### src/rtl/sevenseg_pkg.sv
// Shared glyph constants, FSM state type and digit-index helpers for the
// multiplexed 7-segment scan decoder.
package sevenseg_pkg;

  // Active-low segment patterns, bit order {g,f,e,d,c,b,a}
  localparam logic [6:0] SEG_0     = 7'b1000000;
  localparam logic [6:0] SEG_1     = 7'b1111001;
  localparam logic [6:0] SEG_2     = 7'b0100100;
  localparam logic [6:0] SEG_3     = 7'b0110000;
  localparam logic [6:0] SEG_4     = 7'b0011001;
  localparam logic [6:0] SEG_5     = 7'b0010010;
  localparam logic [6:0] SEG_6     = 7'b0000010;
  localparam logic [6:0] SEG_7     = 7'b1111000;
  localparam logic [6:0] SEG_8     = 7'b0000000;
  localparam logic [6:0] SEG_9     = 7'b0010000;
  localparam logic [6:0] SEG_BLANK = 7'b1111111;

  typedef enum logic {IDLE, COLLECT} state_t;

  typedef logic [1:0] digit_idx_t;

  function automatic logic [2:0] low_count(input logic [3:0] an);
    logic [2:0] n;
    n = '0;
    for (int i = 0; i < 4; i++) begin
      n = n + {2'b00, ~an[i]};
    end
    return n;
  endfunction

  // Index of the lowest low bit; only meaningful when exactly one bit is low.
  function automatic digit_idx_t low_index(input logic [3:0] an);
    digit_idx_t idx;
    idx = '0;
    for (int i = 3; i >= 0; i--) begin
      if (!an[i]) idx = digit_idx_t'(i);
    end
    return idx;
  endfunction

endpackage

### src/rtl/sevenseg_decoder.sv
// Combinational glyph-to-BCD decode; the exact inverse of the display encoder.
// Any pattern that is not one of the ten digit glyphs yields 4'hF with err set.
module sevenseg_decoder
  import sevenseg_pkg::*;
(
  input  logic [6:0] seg,
  output logic [3:0] digit,
  output logic       err
);

  always_comb begin
    digit = 4'hF;
    err   = 1'b0;
    case (seg)
      SEG_0:   digit = 4'd0;
      SEG_1:   digit = 4'd1;
      SEG_2:   digit = 4'd2;
      SEG_3:   digit = 4'd3;
      SEG_4:   digit = 4'd4;
      SEG_5:   digit = 4'd5;
      SEG_6:   digit = 4'd6;
      SEG_7:   digit = 4'd7;
      SEG_8:   digit = 4'd8;
      SEG_9:   digit = 4'd9;
      default: err   = 1'b1;
    endcase
  end

endmodule

### src/rtl/sevenseg_scan_decoder.sv
// Rebuilds the four scanned digits of a multiplexed 7-segment display and publishes
// complete frames; a capture lands 2+c_settle_cycles cycles after the last input edge.
module sevenseg_scan_decoder
  import sevenseg_pkg::*;
#(
  parameter int unsigned c_clk_freq       = 100_000_000,
  parameter int unsigned c_settle_cycles  = 16,
  parameter int unsigned c_timeout_cycles = 400_000
) (
  input  logic        clk_i,
  input  logic        rst_ni,
  input  logic [3:0]  an_i,
  input  logic [6:0]  seg_i,
  input  logic        dp_i,
  output logic [15:0] digits_o,
  output logic [3:0]  dp_o,
  output logic        frame_valid_o,
  output logic        seg_err_o,
  output logic        an_err_o,
  output logic        timeout_o
);

  localparam int unsigned SW = $clog2(c_settle_cycles);
  localparam int unsigned TW = $clog2(c_timeout_cycles + 1);
  localparam logic [SW-1:0] SETTLE_ARM   = SW'(c_settle_cycles - 2);
  localparam logic [SW-1:0] SETTLE_MAX   = SW'(c_settle_cycles - 1);
  localparam logic [TW-1:0] TIMEOUT_LAST = TW'(c_timeout_cycles - 1);

  if (c_clk_freq == 0 || c_settle_cycles < 2 || c_timeout_cycles < 2) begin : g_bad_params
    $error("sevenseg_scan_decoder: parameter out of range");
  end

  logic [11:0]   sync_q1, sync_q2, prev;
  logic          changed;
  logic [SW-1:0] settle_cnt;
  logic          cap;
  logic [11:0]   cap_dat;

  assign changed = (sync_q2 != prev);

  // Stages reset to all-ones so the display looks blank until real data arrives.
  always_ff @(posedge clk_i or negedge rst_ni) begin
    if (!rst_ni) begin
      sync_q1    <= '1;
      sync_q2    <= '1;
      prev       <= '1;
      settle_cnt <= '0;
      cap        <= 1'b0;
      cap_dat    <= '1;
    end else begin
      sync_q1 <= {an_i, seg_i, dp_i};
      sync_q2 <= sync_q1;
      prev    <= sync_q2;
      cap     <= !changed && (settle_cnt == SETTLE_ARM);
      cap_dat <= sync_q2;
      if (changed) begin
        settle_cnt <= '0;
      end else if (settle_cnt != SETTLE_MAX) begin
        settle_cnt <= settle_cnt + SW'(1);
      end
    end
  end

  logic [3:0]  cap_an;
  logic [6:0]  cap_seg;
  logic        cap_dp;
  logic [2:0]  cap_lows;
  logic        cap_multi, cap_one;
  digit_idx_t  cap_idx;
  logic [3:0]  dec_digit;
  logic        dec_err;

  assign {cap_an, cap_seg, cap_dp} = cap_dat;
  assign cap_lows  = low_count(cap_an);
  assign cap_multi = (cap_lows > 3'd1);
  assign cap_one   = (cap_lows == 3'd1);
  assign cap_idx   = low_index(cap_an);

  sevenseg_decoder u_decoder (
    .seg   (cap_seg),
    .digit (dec_digit),
    .err   (dec_err)
  );

  state_t          state;
  logic [3:0]      seen, seen_next;
  logic [3:0][3:0] shadow;
  logic [3:0]      shadow_dp;
  logic            publish;
  logic [TW-1:0]   timeout_cnt;

  assign seen_next = seen | (4'b0001 << cap_idx);

  always_ff @(posedge clk_i or negedge rst_ni) begin
    if (!rst_ni) begin
      state         <= IDLE;
      seen          <= '0;
      shadow        <= '0;
      shadow_dp     <= '0;
      publish       <= 1'b0;
      timeout_cnt   <= '0;
      digits_o      <= '0;
      dp_o          <= '0;
      frame_valid_o <= 1'b0;
      seg_err_o     <= 1'b0;
      an_err_o      <= 1'b0;
      timeout_o     <= 1'b0;
    end else begin
      frame_valid_o <= 1'b0;
      seg_err_o     <= 1'b0;
      an_err_o      <= 1'b0;
      timeout_o     <= 1'b0;
      publish       <= 1'b0;

      if (publish) begin
        digits_o      <= shadow;
        dp_o          <= shadow_dp;
        frame_valid_o <= 1'b1;
        seen          <= '0;
      end

      // A capture in the same cycle as an expiring timeout takes precedence.
      if (cap) begin
        timeout_cnt <= '0;
        if (cap_multi) begin
          an_err_o <= 1'b1;
        end else if (cap_one) begin
          shadow[cap_idx]    <= dec_digit;
          shadow_dp[cap_idx] <= ~cap_dp;
          seg_err_o          <= dec_err;
          seen               <= seen_next;
          state              <= COLLECT;
          publish            <= (seen_next == 4'b1111);
        end
      end else if (state == COLLECT) begin
        if (timeout_cnt == TIMEOUT_LAST) begin
          timeout_o   <= 1'b1;
          seen        <= '0;
          state       <= IDLE;
          timeout_cnt <= '0;
        end else begin
          timeout_cnt <= timeout_cnt + TW'(1);
        end
      end
    end
  end

endmodule
### config.mk
export PLATFORM = sky130hd
export DESIGN_NAME = sevenseg_scan_decoder
export DESIGN_NICKNAME = d
export VERILOG_FILES = /design/src/rtl/sevenseg_pkg.sv /design/src/rtl/sevenseg_decoder.sv /design/src/rtl/sevenseg_scan_decoder.sv
export SDC_FILE = /design/constraint.sdc
export NUM_CORES = 1
export LEC_CHECK = 0
export CORE_MARGIN = 1
export CORE_UTILIZATION = 57
export CTS_CLUSTER_DIAMETER = 50
export DETAILED_ROUTE_END_ITERATION = 10
export PLACE_DENSITY = 0.78
export SYNTH_ARGS = -nofsm -noshare
export SYNTH_HDL_FRONTEND = slang
export SYNTH_HIERARCHICAL = 1
export SYNTH_SLANG_ARGS = --single-unit
### constraint.sdc
create_clock -name clk_i -period 3.7 [get_ports clk_i]
set_input_delay 1.11 -clock clk_i [delete_from_list [all_inputs] [get_ports clk_i]]
set_output_delay 1.11 -clock clk_i [all_outputs]
set_load 0.02 [all_outputs]
==> results_dict.tcl, run 1 <==
set metrics [dict create \
    crit_cells 8 \
    hp-class "flop to flop" \
    avgViaCountPerCell 5.68 \
    cp_data_arrival_time_ns 3.38 \
    first_pass_iters 4 \
    yosysUniqueCellTypes 58 \
    final_hold_viol_count 0 \
    die_h_um 92.2 \
    required_ns 3.96 \
    period_minus_slack_ns 3.12 \
    cts_tree "done" \
    crit_type "flop to flop" \
    crit_fanout 10 \
    powerDensity_mw_per_mm2 386 \
    placed_cell_area_mm2 0.00509 \
    end_kind "flop" \
    grt_usage_pct 20.5 \
    diodes 0 \
    grt_pass1_wl_um 13600 \
    drtIter0Drc 178 \
    hold_path_depth 0 \
    fmax_mhz 320 \
    synth_cells 382 \
    insertion_delay_ns 0.37 \
    ant_nets 0 \
    fin_worst_skew_ns 0.0100 \
    synth_edf_count 0 \
    setup-tns-final_ns 0 \
    cts_setup_buffers 0 \
    power.total_uw 2040 \
    dpl.hpwl_um 5630 \
    rows 32 \
    ys_warn_count 6 \
    worstMarginPinSlew_ns 1.06 \
    port_buffers 37 \
    finalInstanceArea_mm2 0.00529 \
    ys_seq_area_share_pct 60.3 \
    drive_gt1_share_pct 23.8 \
    vias 2991 \
    clk_pin_slew_worst_paths_ns 0.10 \
    layout.nets 441 \
    die_w_um 92.2 \
    grt_start_max_net_pins 63 \
    clockBufferDepth 2 \
    p_leak_uw 0.00229 \
    syn2layout_area_growth_pct 14.0 \
    place.gp.congestion 0.850 \
    finalMaxSlewViolations 0 \
    final_common_cell "dfrtp_1" \
    synth_area_mm2 0.00464 \
    critPathTopFamily "simple AND/OR/NAND/NOR gates" \
    place_ws_ns 0.597 \
    ioPinCount 38 \
    r2r_cells 8 \
    status "completed" \
    cp_cell_sequence "fa_1 -> inv_1 -> ha_1 -> inv_1 -> ha_1 -> nand4b_1 -> nor3_1 -> mux2_2" \
    clockRootBuffer "clkbuf_8" \
    antenna_found_initial 0 \
    rsz0062_at_grt "no" \
    yosys_register_bits 110 \
    clkSinkCount 110 \
    wl_per_cell_um 15.2 \
    numCtsBuffers 9 \
    cts_resized 0 \
    cap_viol_max_count 0 \
    start_kind "flop" \
    max_stage_delay_ns 0.71 \
    utilization_pct 67.8 \
    cts_max_level 3 \
    finalSetupViolations 0 \
    fin_crit_sh_pct 84.4 \
    path_buf_inv 2 \
    synthFlopType "dfrtp_1" \
    post-route-drc-count 0 \
    synthesis.nets 403 \
    slew_headroom_pct 29.2 \
    totalWireLength_um 8000 \
    cts.hold.buffers_added 0 \
    fp.dieArea_mm2 0.00851 \
    cpMaxStageDelayCell "nor3_1" \
    final_cell_mix "74 x dfrtp_1, 36 x mux2_2, 36 x dfstp_2, 36 x clkdlybuf4s50_1, 28 x nor2_1" \
    floorplan.initialDensity_pct 59.4 \
    syn_avg_cell_area_um2 12.1 \
    gr-total-overflow 0 \
    fin_ws_ns 0.578 \
    core_area_mm2 0.00781 \
    grt_pass1_vias 2912 \
    synthArstFlopShare_pct 100 \
    peakVddDrop_mv 0.272 \
]
[layer usage]
layer	vias up	track usage, %	share of wire (%)
met5	-	0	0
met4	0	6.38	1.4
met3	13	4.23	4.0
met2	81	33.5	49
met1	1474	27.8	45
li1	1423	-	-
[report_power, final]
| part | leakage [uW] | internal (uW) | switching (uW) |
|---|---|---|---|
| clock | 0.000103 | 282 | 425 |
| combinational | 0.000777 | 32.7 | 46.2 |
| sequential | 0.00141 | 1240 | 20.0 |
| total | 0.00229 | 1550 | 491 |
[sequential cells by signal, indices dropped and copies added (netlist names), 4 cells and up]
signal	count
cap_dat	12
digits_o	16
dp_o	4
seen	4
settle_cnt	4
shadow	16
shadow_dp	4
sync_q1	12
sync_q2	12
timeout_cnt	19
[synthesized netlist by cell type (2+ instances only)]
library cell / number / share of area [%]
xor2_1: 15 / 2.8
nand2_1: 27 / 2.2
buf_2: 2 / 0.22
nand4b_1: 2 / 0.38
clkbuf_1: 6 / 0.49
nor4b_1: 2 / 0.38
mux2i_1: 3 / 0.65
xnor2_1: 6 / 1.1
nand2b_1: 5 / 0.67
and2_1: 2 / 0.27
o21ai_0: 9 / 0.97
dfstp_2: 36 / 20
nor4_1: 7 / 0.94
nand3_1: 21 / 2.3
a31oi_1: 9 / 1.2
and4_1: 2 / 0.38
mux2_2: 36 / 8.7
a211oi_1: 3 / 0.49
nor2_1: 28 / 2.3
dfrtp_1: 74 / 40
o311ai_0: 2 / 0.38
inv_1: 13 / 1.1
nand4_1: 4 / 0.54
nor3_1: 10 / 1.1
o211ai_1: 2 / 0.32
nand3b_1: 3 / 0.49
or4_1: 2 / 0.32
o31ai_1: 3 / 0.49
ha_1: 6 / 1.6
or3_1: 4 / 0.54
a21oi_1: 11 / 1.2
[final timing paths]
path                       startpoint       endpoint  slack (ns)
min                        sync_q1[8]     sync_q2[8]        0.36
max                        cap_dat[9]     shadow[10]        0.58
max reg2reg                cap_dat[9]     shadow[10]        0.58
min in group asynchronous      rst_ni  settle_cnt[1]        0.74
min reg2reg                sync_q1[8]     sync_q2[8]        0.36
max in group asynchronous      rst_ni     sync_q1[8]        2.17
[area by class of cell]
| type | count | area, um^2 |
|---|---|---|
| clock buffer | 10 | 138 |
| tap | 102 | 128 |
| timing repair buffer | 38 | 388 |
| inverter | 13 | 48.8 |
| multi-input combinational | 248 | 1730 |
| sequential | 110 | 2800 |
| clock inverter | 6 | 60.1 |
| fill | 569 | 2520 |
[cell families (layout without fill, tap and decap cells)]
kind of cell / after synthesis / count (layout) / share of synthesized area, %
AOI/OAI and AO/OA: 48 / 48 / 6.79
xor gates and xnor gates: 21 / 21 / 3.96
adders and majority gates: 7 / 7 / 2.05
buffers and inverters: 24 / 67 / 2.40
DFF: 110 / 110 / 60.3
muxes: 39 / 39 / 9.38
and+or+nand+nor: 133 / 133 / 15.1
[through the flow]
step | hold WS [ns] | std cells
2_1_floorplan | 0.345 | 382
3_3_place_gp | 0.346 | 511
3_5_place_dp | 0.347 | 511
4_1_cts | 0.354 | 527
5_1_grt | 0.365 | 527
6_report | 0.360 | 527
(Power assumes the default switching activity.)
==> inputs of run 2 (changes only) <==
--- a/config.mk
+++ b/config.mk
@@ -6,10 +6,10 @@
 export NUM_CORES = 1
 export LEC_CHECK = 0
 export CORE_MARGIN = 1
-export CORE_UTILIZATION = 57
+export CORE_UTILIZATION = 52
 export CTS_CLUSTER_DIAMETER = 50
 export DETAILED_ROUTE_END_ITERATION = 10
-export PLACE_DENSITY = 0.78
+export PLACE_DENSITY = 0.75
 export SYNTH_ARGS = -nofsm -noshare
 export SYNTH_HDL_FRONTEND = slang
 export SYNTH_HIERARCHICAL = 1
==> constraint.sdc (replaced) <==
create_clock -name clk_i -period 2.6 [get_ports clk_i]
set_input_delay 0.78 -clock clk_i [delete_from_list [all_inputs] [get_ports clk_i]]
set_output_delay 0.78 -clock clk_i [all_outputs]
set_load 0.02 [all_outputs]
==> run 2 against run 1 <==
Net effect: the flow now finishes with violations (setup timing); via count up 1.0%; largest cell class unchanged; first-iteration DRC count shrank 3.4%; cell count grew 3.2%; critical path depth rose by 1; non-clock buffer count rose by 11; hold slack worse by 0.016 ns; combinational power grew 66%; final area increased by 3.0%; total power is 45% higher; core utilization down 5.0 points; clock skew is 0.0055 ns higher; sequential share of layout area fell by 1.5 points; highest routed layer unchanged.
==> results_dict.tcl, run 2 (synthesized netlist as in run 1, its figures left out) <==
set metrics [dict create \
    regMostFlops "timeout_cnt" \
    hp-class "flop to flop" \
    crit_cells 9 \
    period_minus_slack_ns 2.61 \
    first_pass_iters 4 \
    crit_type "flop to flop" \
    diodes 0 \
    grt_pass1_vias 2873 \
    placed_cell_area_mm2 0.00518 \
    grt_pass1_wl_um 13300 \
    rsz0062_at_grt "yes" \
    worstMarginPinSlew_ns 0.999 \
    post-route-drc-count 0 \
    place.gp.congestion 0.849 \
    p_leak_uw 0.00236 \
    fin_crit_sh_pct 100 \
    clockBufferDepth 2 \
    clkSinkCount 110 \
    powerDensity_mw_per_mm2 544 \
    slew_headroom_pct 33.1 \
    vias 3021 \
    place_ws_ns -0.0252 \
    finalInstanceArea_mm2 0.00545 \
    r2r_cells 9 \
    gr-total-overflow 0 \
    cp_cell_sequence "fa_1 -> inv_1 -> ha_2 -> inv_2 -> ha_4 -> nand4b_1 -> buf_6 -> nor3_4 -> mux2_4" \
    top_usage_layer "met2" \
    cp_data_arrival_time_ns 2.88 \
    utilization_pct 62.8 \
    core_area_mm2 0.00868 \
    port_buffers 37 \
    grt_use_met2_pct 29.3 \
    finalMaxSlewViolations 0 \
    fin_worst_skew_ns 0.0156 \
    cts_tree "done" \
    wl_per_cell_um 15.0 \
    peakVddDrop_mv 0.413 \
    hold_path_depth 0 \
    violations "setup timing" \
    status "finished, violations left" \
    crit_fanout 6 \
    antenna_found_initial 0 \
    layout.nets 452 \
    cts_max_level 3 \
    critPathTopFamily "adder cells" \
    fp.dieArea_mm2 0.00931 \
    holdWs_ns 0.344 \
    max_stage_delay_ns 0.56 \
    final_cell_mix "74 x dfrtp_1, 36 x dfstp_2, 36 x clkdlybuf4s50_1" \
    die_h_um 96.5 \
    grt_usage_pct 19.0 \
    cpMaxStageDelayCell "dfstp_2" \
    largest_register_ffs 19 \
    avgViaCountPerCell 5.55 \
    cap_viol_max_count 0 \
    die_w_um 96.5 \
    grt_util_met1_pct 25.7 \
    syn2layout_area_growth_pct 17.4 \
    dpl.hpwl_um 5700 \
    fin_ws_ns -0.00623 \
    clk_pin_slew_worst_paths_ns 0.12 \
    fill_cells 679 \
    rows 34 \
    final_hold_viol_count 0 \
    grt_start_max_net_pins 48 \
    totalWireLength_um 8190 \
    insertion_delay_ns 0.38 \
    end_kind "flop" \
    clockRootBuffer "clkbuf_8" \
    fmax_mhz 384 \
    ioPinCount 38 \
    drive_gt1_share_pct 27.5 \
    drtIter0Drc 172 \
    largestRegisters "timeout_cnt x19, digits_o x16, shadow x16" \
    start_kind "flop" \
    final_common_cell "dfrtp_1" \
    ant_nets 0 \
    path_buf_inv 3 \
    cts.hold.buffers_added 0 \
    floorplan.initialDensity_pct 53.5 \
    required_ns 2.87 \
    use_met3_pct 5.48 \
    numCtsBuffers 9 \
    finalSetupViolations 3 \
]
run 2: cell count changes in the layout (fill, tap and decap cells not counted), sizes merged:
cell	before	now
buf	2	12
inv	18	20
clkinv	1	0
run 2: per-layer routing:
metal	routed length, um	part of all wire [%]	up-vias
li1	-	-	1447
met1	3750	46	1487
met2	3960	48	75
met3	355	4.3	12
met4	125	1.5	0
met5	0	0	-
run 2: worst paths after layout:
check                                  from     endpoint  slack (ns)
min in group asynchronous            rst_ni    seg_err_o        0.37
worst max register to register  cap_dat[11]    shadow[8]      -0.006
worst max-delay path            cap_dat[11]    shadow[8]      -0.006
worst min register to register  sync_q1[11]  sync_q2[11]        0.34
max in group asynchronous            rst_ni   sync_q1[1]        1.52
worst min-delay path            sync_q1[11]  sync_q2[11]        0.34
run 2: cell type report:
type	count	area (um^2)	area share, %
inverters	13	48.8	0.896
multi-input cells	248	1790	32.9
repair buffers	49	472	8.66
clock inverters	7	81.3	1.49
flip-flops and latches	110	2800	51.3
well taps	108	135	2.48
clock buffers	9	124	2.27
run 2: timing repair:
item                       in CTS  in global routing
pin swaps                       0                  2
setup endpoints to repair       8                 20
setup buffers                   0                  4
resized for setup               2                  8
run 2: report_power, final:
part / leakage, uW / internal (uW) / switching [uW] / total [uW]
Clock: 0.000107 / 399 / 646 / 1040
Combinational: 0.000842 / 56.4 / 74.3 / 131
Sequential: 0.00141 / 1760 / 26.7 / 1790
Total: 0.00236 / 2220 / 747 / 2960
run 2: through the flow:
step | setup TNS, ns | cells | power, uW
after detailed placement | -0.0775 | 524 | 1950
after global placement | 0 | 524 | 1940
after global routing | -0.464 | 544 | 3090
after CTS | 0 | 540 | 2990
after floorplan | -1.18 | 382 | 1860
final | -0.0121 | 544 | 2960
run 2: worst register-to-register path, cell delays in order, from the launching register on:
cell and delay, ns:
dfstp_2 0.56, fa_1 0.41, inv_1 0.07, ha_2 0.18, inv_2 0.05, ha_4 0.19, nand4b_1 0.18, buf_6 0.17
nor3_4 0.36, mux2_4 0.34
